$ cat config.mk
export PLATFORM = sky130hd
export DESIGN_NAME = ornor4_sweep_ctrl
export DESIGN_NICKNAME = d
export VERILOG_FILES = /design/src/rtl/ornor4_sweep_ctrl.sv
export SDC_FILE = /design/constraint.sdc
export NUM_CORES = 1
export LEC_CHECK = 0
export ABC_AREA = 1
export ABC_CLOCK_PERIOD_IN_PS = 1810
export BUFFER_PORTS_ARGS = -buffer_cell sky130_fd_sc_hd__buf_4
export CAP_MARGIN = 10
export CORE_UTILIZATION = 56
export DETAILED_ROUTE_END_ITERATION = 7
export HOLD_SLACK_MARGIN = 0.03
export PLACE_DENSITY = 0.88
export SLEW_MARGIN = 15
export SYNTH_ARGS = -nofsm -noshare
export SYNTH_HDL_FRONTEND = slang
export SYNTH_SLANG_ARGS = --single-unit
$ cat constraint.sdc
create_clock -name clk -period 1.81 [get_ports clk]
set_clock_uncertainty 0.2 [all_clocks]
set_input_delay 0.181 -clock clk [delete_from_list [all_inputs] [get_ports clk]]
set_output_delay 0.181 -clock clk [all_outputs]
set_load 0.05 [all_outputs]
$ cat src/rtl/ornor4_sweep_ctrl.sv
// Exhaustive 4-input OR/NOR gate tester: sweeps drv through 0..15, waits SETTLE
// cycles per vector, and compares the gate outputs against the ideal OR/NOR.
module ornor4_sweep_ctrl #(
    parameter int unsigned SETTLE       = 1,
    parameter int unsigned STOP_ON_FAIL = 1
) (
    input  logic       clk,
    input  logic       rst,
    input  logic       start,
    input  logic       abort,
    output logic [3:0] drv,
    input  logic       o_or_in,
    input  logic       o_nor_in,
    output logic       busy,
    output logic       done,
    output logic       pass,
    output logic [4:0] err_count,
    output logic [3:0] fail_vec
);

    localparam logic [2:0] S_IDLE   = 3'd0;
    localparam logic [2:0] S_APPLY  = 3'd1;
    localparam logic [2:0] S_SETTLE = 3'd2;
    localparam logic [2:0] S_CHECK  = 3'd3;
    localparam logic [2:0] S_DONE   = 3'd4;

    localparam logic [3:0] SETTLE_LAST = 4'(SETTLE - 1);

    logic [2:0] state;
    logic [3:0] vec;
    logic [3:0] cnt;
    logic       mismatch;

    // Case inequality so an X/Z from the gate under test always counts as a failure.
    assign mismatch = (o_or_in !== (|vec)) || (o_nor_in !== ~(|vec));

    assign busy = (state == S_APPLY) || (state == S_SETTLE) || (state == S_CHECK);
    assign done = (state == S_DONE);
    assign pass = done && (err_count == 5'd0);

    always_ff @(posedge clk) begin
        if (rst) begin
            state     <= S_IDLE;
            drv       <= 4'd0;
            vec       <= 4'd0;
            cnt       <= 4'd0;
            err_count <= 5'd0;
            fail_vec  <= 4'd0;
        end else if (abort && state != S_IDLE) begin
            state <= S_IDLE;
            drv   <= 4'd0;
        end else begin
            case (state)
                S_IDLE, S_DONE: begin
                    if (start) begin
                        vec       <= 4'd0;
                        drv       <= 4'd0;
                        cnt       <= 4'd0;
                        err_count <= 5'd0;
                        fail_vec  <= 4'd0;
                        state     <= S_APPLY;
                    end
                end
                S_APPLY: begin
                    cnt   <= 4'd0;
                    state <= S_SETTLE;
                end
                S_SETTLE: begin
                    if (cnt == SETTLE_LAST) state <= S_CHECK;
                    else                    cnt   <= cnt + 4'd1;
                end
                S_CHECK: begin
                    if (mismatch) begin
                        if (err_count != 5'd16) err_count <= err_count + 5'd1;
                        if (err_count == 5'd0)  fail_vec  <= vec;
                    end
                    // vec never wraps: vector 15 always terminates the sweep
                    if ((mismatch && STOP_ON_FAIL != 0) || vec == 4'd15) begin
                        state <= S_DONE;
                    end else begin
                        vec   <= vec + 4'd1;
                        drv   <= vec + 4'd1;
                        state <= S_APPLY;
                    end
                end
                default: begin
                    state <= S_IDLE;
                    drv   <= 4'd0;
                end
            endcase
        end
    end

endmodule

; Word-level counts from Yosys, hierarchy flattened
; Cells that the tools add are included.
[word_totals]
wordCells = 66
inputBits = 6
out_inout_bits = 16
regBits = 24
[op_classes]
eq_ne = 15
muxes = 17
n_reduce_logical = 22
bitwise = 3
n_addsub = 3
[op_table]
columns = cell, n
row1 = $pmux 4 s3, 2
row2 = $mux 4, 5
row3 = $pmux 4 s2, 2
row4 = $mux 5, 3
row5 = $pmux 3 s4, 1
row6 = $pmux 5 s2, 1
row7 = $reduce_and 5->1, 2
row8 = $mux 3, 3
row9 = $add 4x1->4 const B, 2
row10 = $ne 2x2->1 const B, 4
row11 = $reduce_and 4->1, 2
row12 = $eq 3x2->1 const B, 2
row13 = $ne 2x1->1 const B, 3
row14 = $reduce_bool 3->1, 2
row15 = $reduce_or 2->1, 3
row16 = $add 5x1->5 const B, 1
row17 = $logic_not 5->1, 1
row18 = $ne 5x5->1 const B, 1
row19 = $eq 4x4->1 const B, 1
row20 = $logic_not 4->1, 1
row21 = $logic_or 1x1->1, 4
row22 = $reduce_or 4->1, 1
row23 = $eq 3x1->1 const B, 1
row24 = $eq 3x3->1 const B, 1
row25 = 7 further kinds, 11

; Longest topological paths before layout
; Gate-level depths: netlist of the first run.
[depth]
depth_word = 7
ltp_mapped = 11
ltp_nobuf = 10

; Worst setup path after synthesis of the first run
; OpenSTA, ideal clock, no wires.
[synth_timing]
path_kind = reg-to-output
startpoint = reg err_count[2]
endpoint = out pass
path_buffers = 1
required_time_ps = 1429
arrival_ps = 1987
stages_incl_launch_ff = 5
slack_ps = -558
path_cell_list = dfxtp_1 > clkbuf_1 > nor2_1 > nand3_1 > nor3_1
[synth_via]
elab_chain_len = 2
[synth_rtl]
columns = element, line
row1 = start: declaration, 17  ; output logic [4:0] err_count,
row2 = start signal: assignment, 74  ; if (err_count != 5'd16) err_count <= err_count + 5'd1;
row3 = $logic_not 5->1, 39  ; assign pass = done && (err_count == 5'd0);
row4 = $logic_and 1x1->1, 39
row5 = end: declaration, 16  ; output logic pass,
; Every way passes these cells.

; Final worst setup path of the first run
[layout_timing]
startpoint = reg state[0]
endpoint = reg vec[0]
[layout_via]
elab_chain_len = 4
elab_cells_between_ends = 12
cone_classes = eq/ne (4) / mux (1) / bitwise (1) / reduce/logical (6)
[layout_rtl]
columns = element, line
row1 = start: declaration, 29  ; logic [2:0] state;
row2 = start signal: assignment, 43  ; state <= S_IDLE;
row3 = start signal: assignment, 50  ; state <= S_IDLE;
row4 = start signal: assignment, 61  ; state <= S_APPLY;
row5 = $eq 3x3->1 (tied with other cells), 53  ; case (state)
row6 = $reduce_or 2->1 or $logic_and 1x1->1 (tied branches), "53, 49"
row7 = $ne 2x2->1 (no line) (tied with other cells), --
row8 = $reduce_and 4->1 (no line), --
row9 = end signal: assignment, 81  ; vec <= vec + 4'd1;
row10 = end: declaration, 30  ; logic [3:0] vec;
; Several ways; a longest one is shown, not always the timed one.
; A chain may end at the register's enable or synchronous reset.

==> results.ini, run 1 <==
[setup_path]
crit_chain=inv_1 > nand2_4 > nor2_2 > inv_2 > nand2_2 > nor2_4 > buf_4 > nand3_1 > nand2_1 > nor2_1
cp-end-kind=flip-flop
crit_type=flip-flop to flip-flop
slowest_stage=dfxtp_2
crit_required_ns=1.84
slowest_delay_ns=0.38
crit_family=simple AND/OR/NAND/NOR gates
cp_data_arrival_time_ns=1.82
critPathBufInv=3
startpoint_type=flip-flop
crit_path_max_fanout=9

[synthesis]
synth_compound_area_frac=0.07712
synth-edff-count=0
netlist_instances=229
synth_area_leaders=dfxtp_1 (32%), nand2_1 (15%), nand3_1 (10%)
synth_top_family_by_area=simple AND/OR/NAND/NOR gates
ys_types=25
synth_area_leader_cell=dfxtp_1
synth-xor-area-share=0.01760
synth_top_area_share=0.3219
syn-cell-area_mm2=0.001493
synthesis.nets=241
syn_avg_cell_area_um2=6.518
synth_flop_cell=dfxtp_1
synth-seq-area-share=0.3219
synthSimpleGateAreaFrac=0.4376
synth_mux_area_frac=0
ys_ff_latch=24
yosys_warnings=0
async_flop_share=0
synth-adder-area-share=0.05029

[timing]
fmax_mhz=558.6
setup_viol=0
fin_crit_ns=1.790
relSlewSlack=0.7433
hold_ws_ns=0.1305
slew_violations=0
final.period_utilization=0.9891
tightest_slew_ns=0.3838
finalHoldViolations=0

[min_path]
min_path_type=primary input to flip-flop

[grt]
antenna_found_initial=0
grt_pass1_wl_um=5126
grt_pass1_vias=1220
grt_max_degree=18
grt_usage=0.2400
grt-ovfl-total=0

[route]
routed_via_density=5.429
drt_drc_violations_left=0
top_layer=met4
dr_wl_met3_um=185
drtIter0Drc=56
wl_met2_um=1596
wl_met1_um=1519
wl_um=3379
ant_nets=0
vias=1569
wire_per_inst_um=11.69
dr.pass1.iters=4

[pwr]
power.leakage_nw=0.8658
vdd_ir_drop_max_v=0.001475
p_int_mw=1.821
seqPwrFrac=0.246
power_switching_share=0.5072
p_per_area_mw_per_mm2=1982
power_mw=3.695
power.switching_mw=1.874
clkPwrFrac=0.107
p_comb_frac=0.646

[cts]
cts_sinks=24
cts_tree=built
root_buffer=clkbuf_4
clk_pin_slew_worst_paths_ns=0.14
numCtsBuffers=3
htree_levels=1
ctsLongestPathBuffers=2
clk_latency_ns=0.33

[layout]
fillCellCount=196
drive_gt1_frac=0.2625
antennaDiodeCount=0
layout_common_cells=nand2_1 (59), nor2_1 (33), nand3_1 (29)
syn_to_final_growth_pct=24.90
layout_commonest_cell=nand2_1
nets=272
finalInstanceArea_mm2=0.001864
utilization=0.7457

[floorplan]
die_w_um=53.63
core_area_mm2=0.002500
start_util=0.5971
die_h_um=53.63
io_pins=22
dieArea_mm2=0.002876
row_count=18

[run]
drv_cap=0

[placed_design]
post_dp_cell_area_mm2=0.001680
io_buffer_count=21
post-dp-hpwl_um=2190
gp_congestion=0.8364

[status]
status=completed

==> cell type report <==
cell class / instances / area [µm²] / area share
Multi-Input combinational cell: 172 / 915.9 / 0.4913
Sequential cell: 24 / 496.7 / 0.2664
Timing Repair Buffer: 31 / 254.0 / 0.1362
Inverter: 28 / 107.6 / 0.05772
Tap cell: 30 / 37.54 / 0.02013
Clock inverter: 1 / 30.03 / 0.01611
Clock buffer: 3 / 22.52 / 0.01208
==> synth_stat cells (all sizes together), types with 2 or more instances <==
| master | number |
|---|---|
| a31oi | 2 |
| xnor2 | 2 |
| buf | 3 |
| nand3 | 32 |
| clkbuf | 2 |
| ha | 6 |
| dfxtp | 24 |
| inv | 27 |
| a21oi | 17 |
| nand4 | 6 |
| nand2 | 64 |
| nor2 | 40 |
==> worst paths after layout <==
kind | cells after the start | slack, ns | end | from
min | 6 | 0.13 | state[0] | o_nor_in
max reg2reg | 10 | 0.02 | vec[0] | state[0]
min reg2reg | 2 | 0.30 | cnt[3] | cnt[3]
max | 10 | 0.02 | vec[0] | state[0]
==> worst reg2reg max path, stage by stage (launching register included) <==
cell     delay, ns
dfxtp_2       0.38
inv_1         0.09
nand2_4       0.15
nor2_2        0.07
inv_2         0.07
nand2_2       0.10
nor2_4        0.23
buf_4         0.16
nand3_1       0.10
nand2_1       0.10
nor2_1        0.06
==> per-stage QoR <==
step	setup slack (ns)	cells	TNS, ns
after floorplan	0.1340	229	0
after global placement	0.1312	277	0
after detailed placement	0.08130	277	0
after CTS	0.01122	283	0
after global routing	-0.06941	289	-0.1083
final	0.01982	289	0
==> sequential cells by signal, indices dropped and copies added, names as in the netlist <==
register   cells
cnt            4
drv            4
err_count      5
fail_vec       4
state          3
vec            4
==> power groups by stage <==
| stage | Combinational, mW | Sequential (mW) | Clock [mW] |
|---|---|---|---|
| finish | 2.39 | 0.911 | 0.396 |
| global route | 2.62 | 0.943 | 0.421 |
| floorplan | 1.33 | 1.24 | 0 |
| detailed placement | 2.07 | 0.896 | 0 |
| CTS | 2.10 | 0.882 | 0.404 |
| global placement | 2.05 | 0.886 | 0 |
==> metal layers <==
metal	GRT usage	up-vias
met5	0	-
met4	0.07895	0
met3	0.02542	9
met2	0.4021	60
met1	0.3191	711
li1	-	789
==> logic make-up (layout without fill, tap and decap cells) <==
logic type | Yosys count | count (layout)
fa+ha+maj | 6 | 6
xor+xnor | 3 | 3
compound gates | 20 | 20
simple gates | 143 | 143
buf+inv | 33 | 63
flops | 24 | 24
==> repair_timing <==
item / CTS / global route
gates resized for setup: 2 / 17
pin swaps: 0 / 3
setup buffers: 0 / 6
hold endpoints to repair: 8 / 0
endpoints found under the setup margin: 1 / 18
hold buffers: 2 / 0
No activity file was read; power rests on OpenSTA's default activity.
==> inputs of run 2 (changes only) <==
CORE_ASPECT_RATIO = 0.7   (was default)
CORE_UTILIZATION = 59   (was 56)
CTS_BUF_LIST = sky130_fd_sc_hd__clkbuf_8   (was default)
PLACE_DENSITY = 0.92   (was 0.88)
==> run 2 against run 1 <==
- global-route usage is 1.6 points higher
- core utilization rose by 6.6 points
- via count decreased by 1.7%
- sequential cell count stayed put
- largest cell class unchanged
- die area is 4.8% lower
- critical path depth unchanged
- worst hold slack worse by 0.0079 ns
- sequential power fell by 0.4%
==> results.ini, run 2 (synthesis results as in run 1) <==
[status]
status=completed

[route]
routed_via_density=5.302  ; -2.3%
vias=1543  ; -1.7%
wl_um=3603  ; +6.6%
ant_nets=0  ; unchanged
dr.pass1.iters=5  ; +1
drt_drc_violations_left=0  ; unchanged
drtIter0Drc=130  ; +130%
wire_per_inst_um=12.38  ; +5.9%

[setup_path]
crit_cells=10  ; unchanged
crit_family=simple AND/OR/NAND/NOR gates
crit_type=flip-flop to flip-flop
cp-end-kind=flip-flop
r2r_cells=10  ; unchanged
crit_required_ns=1.77  ; -0.07 ns
critPathBufInv=3  ; unchanged
r2r_start=state[0]
slowest_stage=dfxtp_1
slowest_delay_ns=0.41  ; +0.03 ns
crit_path_max_fanout=8  ; -1
critPathLaunch=state[0]
cp_data_arrival_time_ns=1.74  ; -0.08 ns
crit_chain=inv_1 > nand2_4 > nor2_2 > inv_2 > nand2_2 > nor2_4 > buf_4 > nand3_1 > nand2_1 > nor2_1
startpoint_type=flip-flop

[cts]
clk_pin_slew_worst_paths_ns=0.09  ; -0.05 ns
ctsLongestPathBuffers=2  ; unchanged
root_buffer=clkbuf_8
cts_tree=built
cts_sinks=24  ; unchanged
clk_latency_ns=0.28  ; -0.05 ns
numCtsBuffers=3  ; unchanged
htree_levels=1  ; unchanged

[timing]
setup_viol=0  ; unchanged
finalHoldViolations=0  ; unchanged
relSlewSlack=0.7344  ; -0.008946
hold_ws_ns=0.1227  ; -0.007859 ns
final.period_utilization=0.9803  ; -0.008777
fmax_mhz=563.6  ; +0.90%
fin_crit_ns=1.774  ; -0.01589 ns
tightest_slew_ns=0.3972  ; +0.01338 ns
slew_violations=0  ; unchanged

[floorplan]
dieArea_mm2=0.002739  ; -4.8%
core_area_mm2=0.002260  ; -9.6%
io_pins=22  ; unchanged
row_count=14  ; -4
die_h_um=44.09  ; -18%
die_w_um=62.12  ; +16%
start_util=0.6606  ; +0.06348

[pwr]
p_per_area_mw_per_mm2=2041  ; +3.0%
power.leakage_nw=0.8623  ; -0.40%
vdd_ir_drop_max_v=0.001353  ; -8.3%

[grt]
grt_max_degree=18  ; unchanged
grt-ovfl-total=0  ; unchanged
antenna_found_initial=0  ; unchanged
grt_pass1_vias=1229  ; +0.74%
grt_pass1_wl_um=5395  ; +5.2%
grt_usage=0.2559  ; +0.01593

[layout]
nets=272  ; unchanged
stdcell_count=291  ; +0.69%
layout_common_cells=nand2_1 (58), nor2_1 (35), nand3_1 (29), buf_4 (29), inv_1 (22)
largest_register=err_count
multiInputGateArea_um2=892.1  ; -2.6%
drive_gt1_frac=0.2394  ; -0.02317
syn_to_final_growth_pct=22.88
largest_reg_flops=5  ; unchanged
finalInstanceArea_mm2=0.001834  ; -1.6%
layout_commonest_cell=nand2_1
regArea_um2=486.7  ; -2.0%
antennaDiodeCount=0  ; unchanged
fillCellCount=160  ; -18%

[min_path]
holdCritStartpoint=start
min_path_type=primary input to flip-flop
whs_path_depth=6  ; unchanged

[placed_design]
post_dp_cell_area_mm2=0.001713  ; +1.9%
gp_congestion=0.8806  ; +5.3%
placed_cells=283  ; +2.2%
io_buffer_count=21  ; unchanged
post-dp-hpwl_um=2384  ; +8.9%

[run]
drv_cap=0  ; unchanged

## run 2: cell types whose count changed in the layout (fill, tap and decap cells not counted), sizes merged
cell         change
buf              +1
dlygate4sd3      -1
## run 2: worst paths after layout
path	endpoint	slack (ns)
setup / recovery	vec[1]	0.04
hold / removal	state[2]	0.12
setup reg to reg	vec[1]	0.04
hold reg to reg	drv[0]	0.31
## run 2: repair_timing
| action | in CTS | in global routing |
|---|---|---|
| gates resized for setup | 0 | 6 |
| endpoints found under the setup margin | 0 | 20 |
| hold buffers | 1 | 0 |
| buffers inserted | 0 | 3 |
| endpoints found under the hold margin | 7 | 0 |
## run 2: layout make-up
type,count,area share
timing repair buffer,31,0.1303
clock inverter,1,0.01637
clock buffer,3,0.02251
multi-input combinational,172,0.4864
tap,32,0.02183
sequential,24,0.2653
inverter,28,0.05730
## run 2: power by group
group | leakage, nW | internal (mW) | switching, mW
Sequential | 0.198 | 0.727 | 0.180
Clock | 0.0357 | 0.296 | 0.187
Combinational | 0.628 | 0.817 | 1.54
## run 2: worst register-to-register path, cell delays in order, from the launching register on
cell,delay (ns)
dfxtp_1,0.41
inv_1,0.12
nand2_4,0.09
nor2_2,0.06
inv_2,0.08
nand2_2,0.10
nor2_4,0.22
buf_4,0.16
nand3_1,0.07
nand2_1,0.09
nor2_1,0.07
## run 2: stage by stage
step / setup TNS [ns] / setup slack (ns) / util / total power [mW]
5_1_grt: -0.01800 / -0.01657 / 0.8117 / 3.986
2_1_floorplan: 0 / 0.1340 / - / 2.569
3_5_place_dp: 0 / 0.1265 / 0.7580 / 3.073
6_report: 0 / 0.03570 / 0.8117 / 3.745
3_3_place_gp: 0 / 0.1248 / 0.7580 / 3.024
4_1_cts: 0 / 0.02112 / 0.7940 / 3.579
## run 2: metal layers
metal / vias up / share of wire / global-route usage
met4: 0 / 0.019 / 0.08372
met3: 8 / 0.072 / 0.05412
met2: 76 / 0.45 / 0.4440
met5: - / 0 / 0
met1: 672 / 0.45 / 0.3269
li1: 787 / - / -
==> inputs of run 3 (changes only) <==
ABC_AREA = 0   (was 1)
CELL_PAD_IN_SITES_DETAIL_PLACEMENT = 0   (was default)
CELL_PAD_IN_SITES_GLOBAL_PLACEMENT = 2   (was default)
CORE_UTILIZATION = 34   (was 59)
PLACE_DENSITY = 0.9   (was 0.92)
==> run 3 against run 2 <==
- the flow now finishes with violations (setup timing)
- setup slack worse by 0.31 ns
- synthesized cell count down 28%
- register-to-register slack worse by 0.31 ns
- sequential cell count unchanged
- worst hold slack worse by 0.044 ns
- sequential share of layout area down 0.91 points
- total power down 60%
- critical path type unchanged
- combinational power down 82%
- die area up 58%
- highest routed layer unchanged
- first-iteration DRC count down 41%
- count of clock-buffer cells in the layout unchanged
- global-route usage down 7.4 points
==> results.ini, run 3 <==
[pwr]
p_per_area_mw_per_mm2=781.9  ; -62%
power.leakage_nw=0.7892  ; -8.5%
vdd_ir_drop_max_v=0.0003903  ; -71%

[timing]
hold_ws_ns=0.07910  ; -0.04357 ns
final.period_utilization=1.151  ; +0.1706
worst_slack_ns=-0.2731  ; -0.3088 ns
finalHoldViolations=0  ; unchanged
tightest_slew_ns=0.3674  ; -0.02971 ns
fmax_mhz=480.1  ; -15%
rsz0062_at_grt=true
setup_viol=19  ; +19
relSlewSlack=0.7518  ; +0.01744
slew_violations=0  ; unchanged
fin_crit_ns=2.083  ; +0.3088 ns

[synthesis]
yosys_warnings=0  ; unchanged
synth_area_leader_cell=dfxtp_1
synth-edff-count=0  ; unchanged
synth_area_leaders=dfxtp_1 (35%), ha_1 (5.4%), nand2_1 (4.6%)
netlist_instances=164  ; -28%
syn-cell-area_mm2=0.001378  ; -7.7%
ys_types=43  ; +72%
syn_avg_cell_area_um2=8.400  ; +29%
synth_top_area_share=0.3488  ; +0.02690
synthTopCellsByCount=dfxtp_1 (24), nand2_1 (17), inv_1 (11)
synth_flop_cell=dfxtp_1
synth.most_common_cell=dfxtp_1
ys_ff_latch=24  ; unchanged
async_flop_share=0  ; unchanged
synth-seq-area-share=0.3488  ; +0.02690
synthesis.nets=176  ; -27%

[min_path]
whs_path_depth=4  ; -2
min_path_type=primary input to flip-flop
holdCritStartpoint=abort
min_to=cnt[3]

[route]
routed_via_density=5.268  ; -0.64%
wl_um=3660  ; +1.6%
vias=1354  ; -12%
drtIter0Drc=77  ; -41%
drt_drc_violations_left=0  ; unchanged
wire_per_inst_um=14.24  ; +15%
ant_nets=0  ; unchanged
dr.pass1.iters=4  ; -1

[floorplan]
die_h_um=55.26  ; +25%
core_area_mm2=0.003694  ; +63%
start_util=0.3730  ; -0.2876
die_w_um=78.08  ; +26%
io_pins=22  ; unchanged
row_count=18  ; +4
dieArea_mm2=0.004314  ; +58%

[grt]
grt_usage=0.1817  ; -0.07425
grt_max_degree=25  ; +7
grt_pass1_wl_um=6065  ; +12%
grt_pass1_vias=1279  ; +4.1%
grt-ovfl-total=0  ; unchanged
antenna_found_initial=0  ; unchanged

[layout]
nets=220  ; -19%
largest_register=err_count
drive_gt1_frac=0.3575  ; +0.1181
antennaDiodeCount=0  ; unchanged
utilization=0.5142  ; -0.2975
finalInstanceArea_mm2=0.001899  ; +3.5%
layout_commonest_cell=buf_4
layout_common_cells=buf_4 (44), dfxtp_1 (19), nand2_1 (15)
syn_to_final_growth_pct=37.87
fillCellCount=360  ; +130%
largest_reg_flops=5  ; unchanged

[status]
violations=setup timing
status=finished, violations left

[setup_path]
crit_type=flip-flop to flip-flop
r2r_cells=7  ; -3
r2r_start=vec[1]
ff2ff_setup_slack_ns=-0.27  ; -0.31 ns
startpoint_type=flip-flop
cp-end-kind=flip-flop
reg2reg_to=fail_vec[3]
crit_required_ns=1.78  ; about the same
cp_data_arrival_time_ns=2.05  ; +0.31 ns
crit_path_max_fanout=5  ; -3

[placed_design]
post_dp_cell_area_mm2=0.001729  ; +0.95%
post-dp-hpwl_um=2711  ; +14%
gp_congestion=0.8562  ; -2.8%
io_buffer_count=21  ; unchanged

[cts]
cts_tree=built
root_buffer=clkbuf_8
cts_sinks=24  ; unchanged
clk_latency_ns=0.27  ; about the same
numCtsBuffers=3  ; unchanged
htree_levels=1  ; unchanged
ctsLongestPathBuffers=2  ; unchanged
clk_pin_slew_worst_paths_ns=0.09  ; about the same

[run]
drv_cap=0  ; unchanged

==> run 3: cell types whose count changed in the layout (fill, tap and decap cells not counted), sizes merged, moves of 13 or more <==
cell,change
inv,-16
a21oi,-13
nand2,-47
buf,+14
nor2,-30
nand3,-23
==> run 3: cells by family (layout without fill, tap and decap cells) <==
kind of cell / Yosys count / count (layout) / synth area share
buf+inv: 17 / 60 / 0.05267
fa+ha+maj: 6 / 6 / 0.05449
xor+xnor: 3 / 3 / 0.01908
mux: 2 / 2 / 0.01816
flops: 24 / 24 / 0.3488
compound gates: 43 / 43 / 0.2244
simple gates: 69 / 69 / 0.2825
==> run 3: routing by layer <==
layer | vias up | routed length, µm | GRT usage
met5 | - | 0 | 0
met4 | 0 | 63 | 0.06614
met3 | 6 | 167 | 0.04628
met2 | 35 | 1589 | 0.2719
met1 | 637 | 1839 | 0.2508
li1 | 676 | - | -
==> run 3: repair_timing <==
item	CTS	global route
pin swaps	11	10
gates resized for setup	19	5
endpoints found under the hold margin	1	0
setup endpoints to repair	22	23
hold buffers	1	0
buffers inserted	1	1
==> run 3: layout make-up <==
class	count	area (µm²)	area share
multi-input combinational	123	897.1	0.4723
sequential	24	486.7	0.2563
timing repair buffer	45	340.3	0.1792
tap	50	62.56	0.03294
clock buffer	3	41.29	0.02174
inverter	11	41.29	0.02174
clock inverter	1	30.03	0.01581
==> run 3: worst max path at each step <==
stage / start / end / slack, ns / depth (start not counted)
after floorplan: vec[0] / fail_vec[2] / -0.24 / 7
after global placement: vec[0] / fail_vec[3] / -0.20 / 7
after detailed placement: vec[0] / fail_vec[3] / -0.28 / 7
after CTS: vec[0] / fail_vec[3] / -0.27 / 7
after global routing: vec[0] / fail_vec[3] / -0.33 / 7
final: vec[1] / fail_vec[3] / -0.27 / 7
==> run 3: power by group <==
part | internal, mW | switching, mW
Clock | 0.296 | 0.190
Sequential | 0.552 | 0.0310
Combinational | 0.153 | 0.264
Total | 1.00 | 0.484
==> run 3: per-stage QoR <==
stage	TNS [ns]	power, mW	worst slack, ns	instances
after detailed placement	-4.075	0.9871	-0.2827	250
after global routing	-4.904	1.572	-0.3283	257
after global placement	-2.985	0.9805	-0.2011	250
final	-3.098	1.485	-0.2731	257
after floorplan	-1.675	0.8564	-0.2419	164
after CTS	-3.195	1.485	-0.2669	256
==> run 3: worst max-delay path, stage by stage, from the launching register on <==
cell	delay, ns
dfxtp_2	0.34
inv_2	0.06
ha_1	0.13
or3b_4	0.38
mux2_4	0.36
o21ai_4	0.16
a21oi_2	0.11
a22o_1	0.24
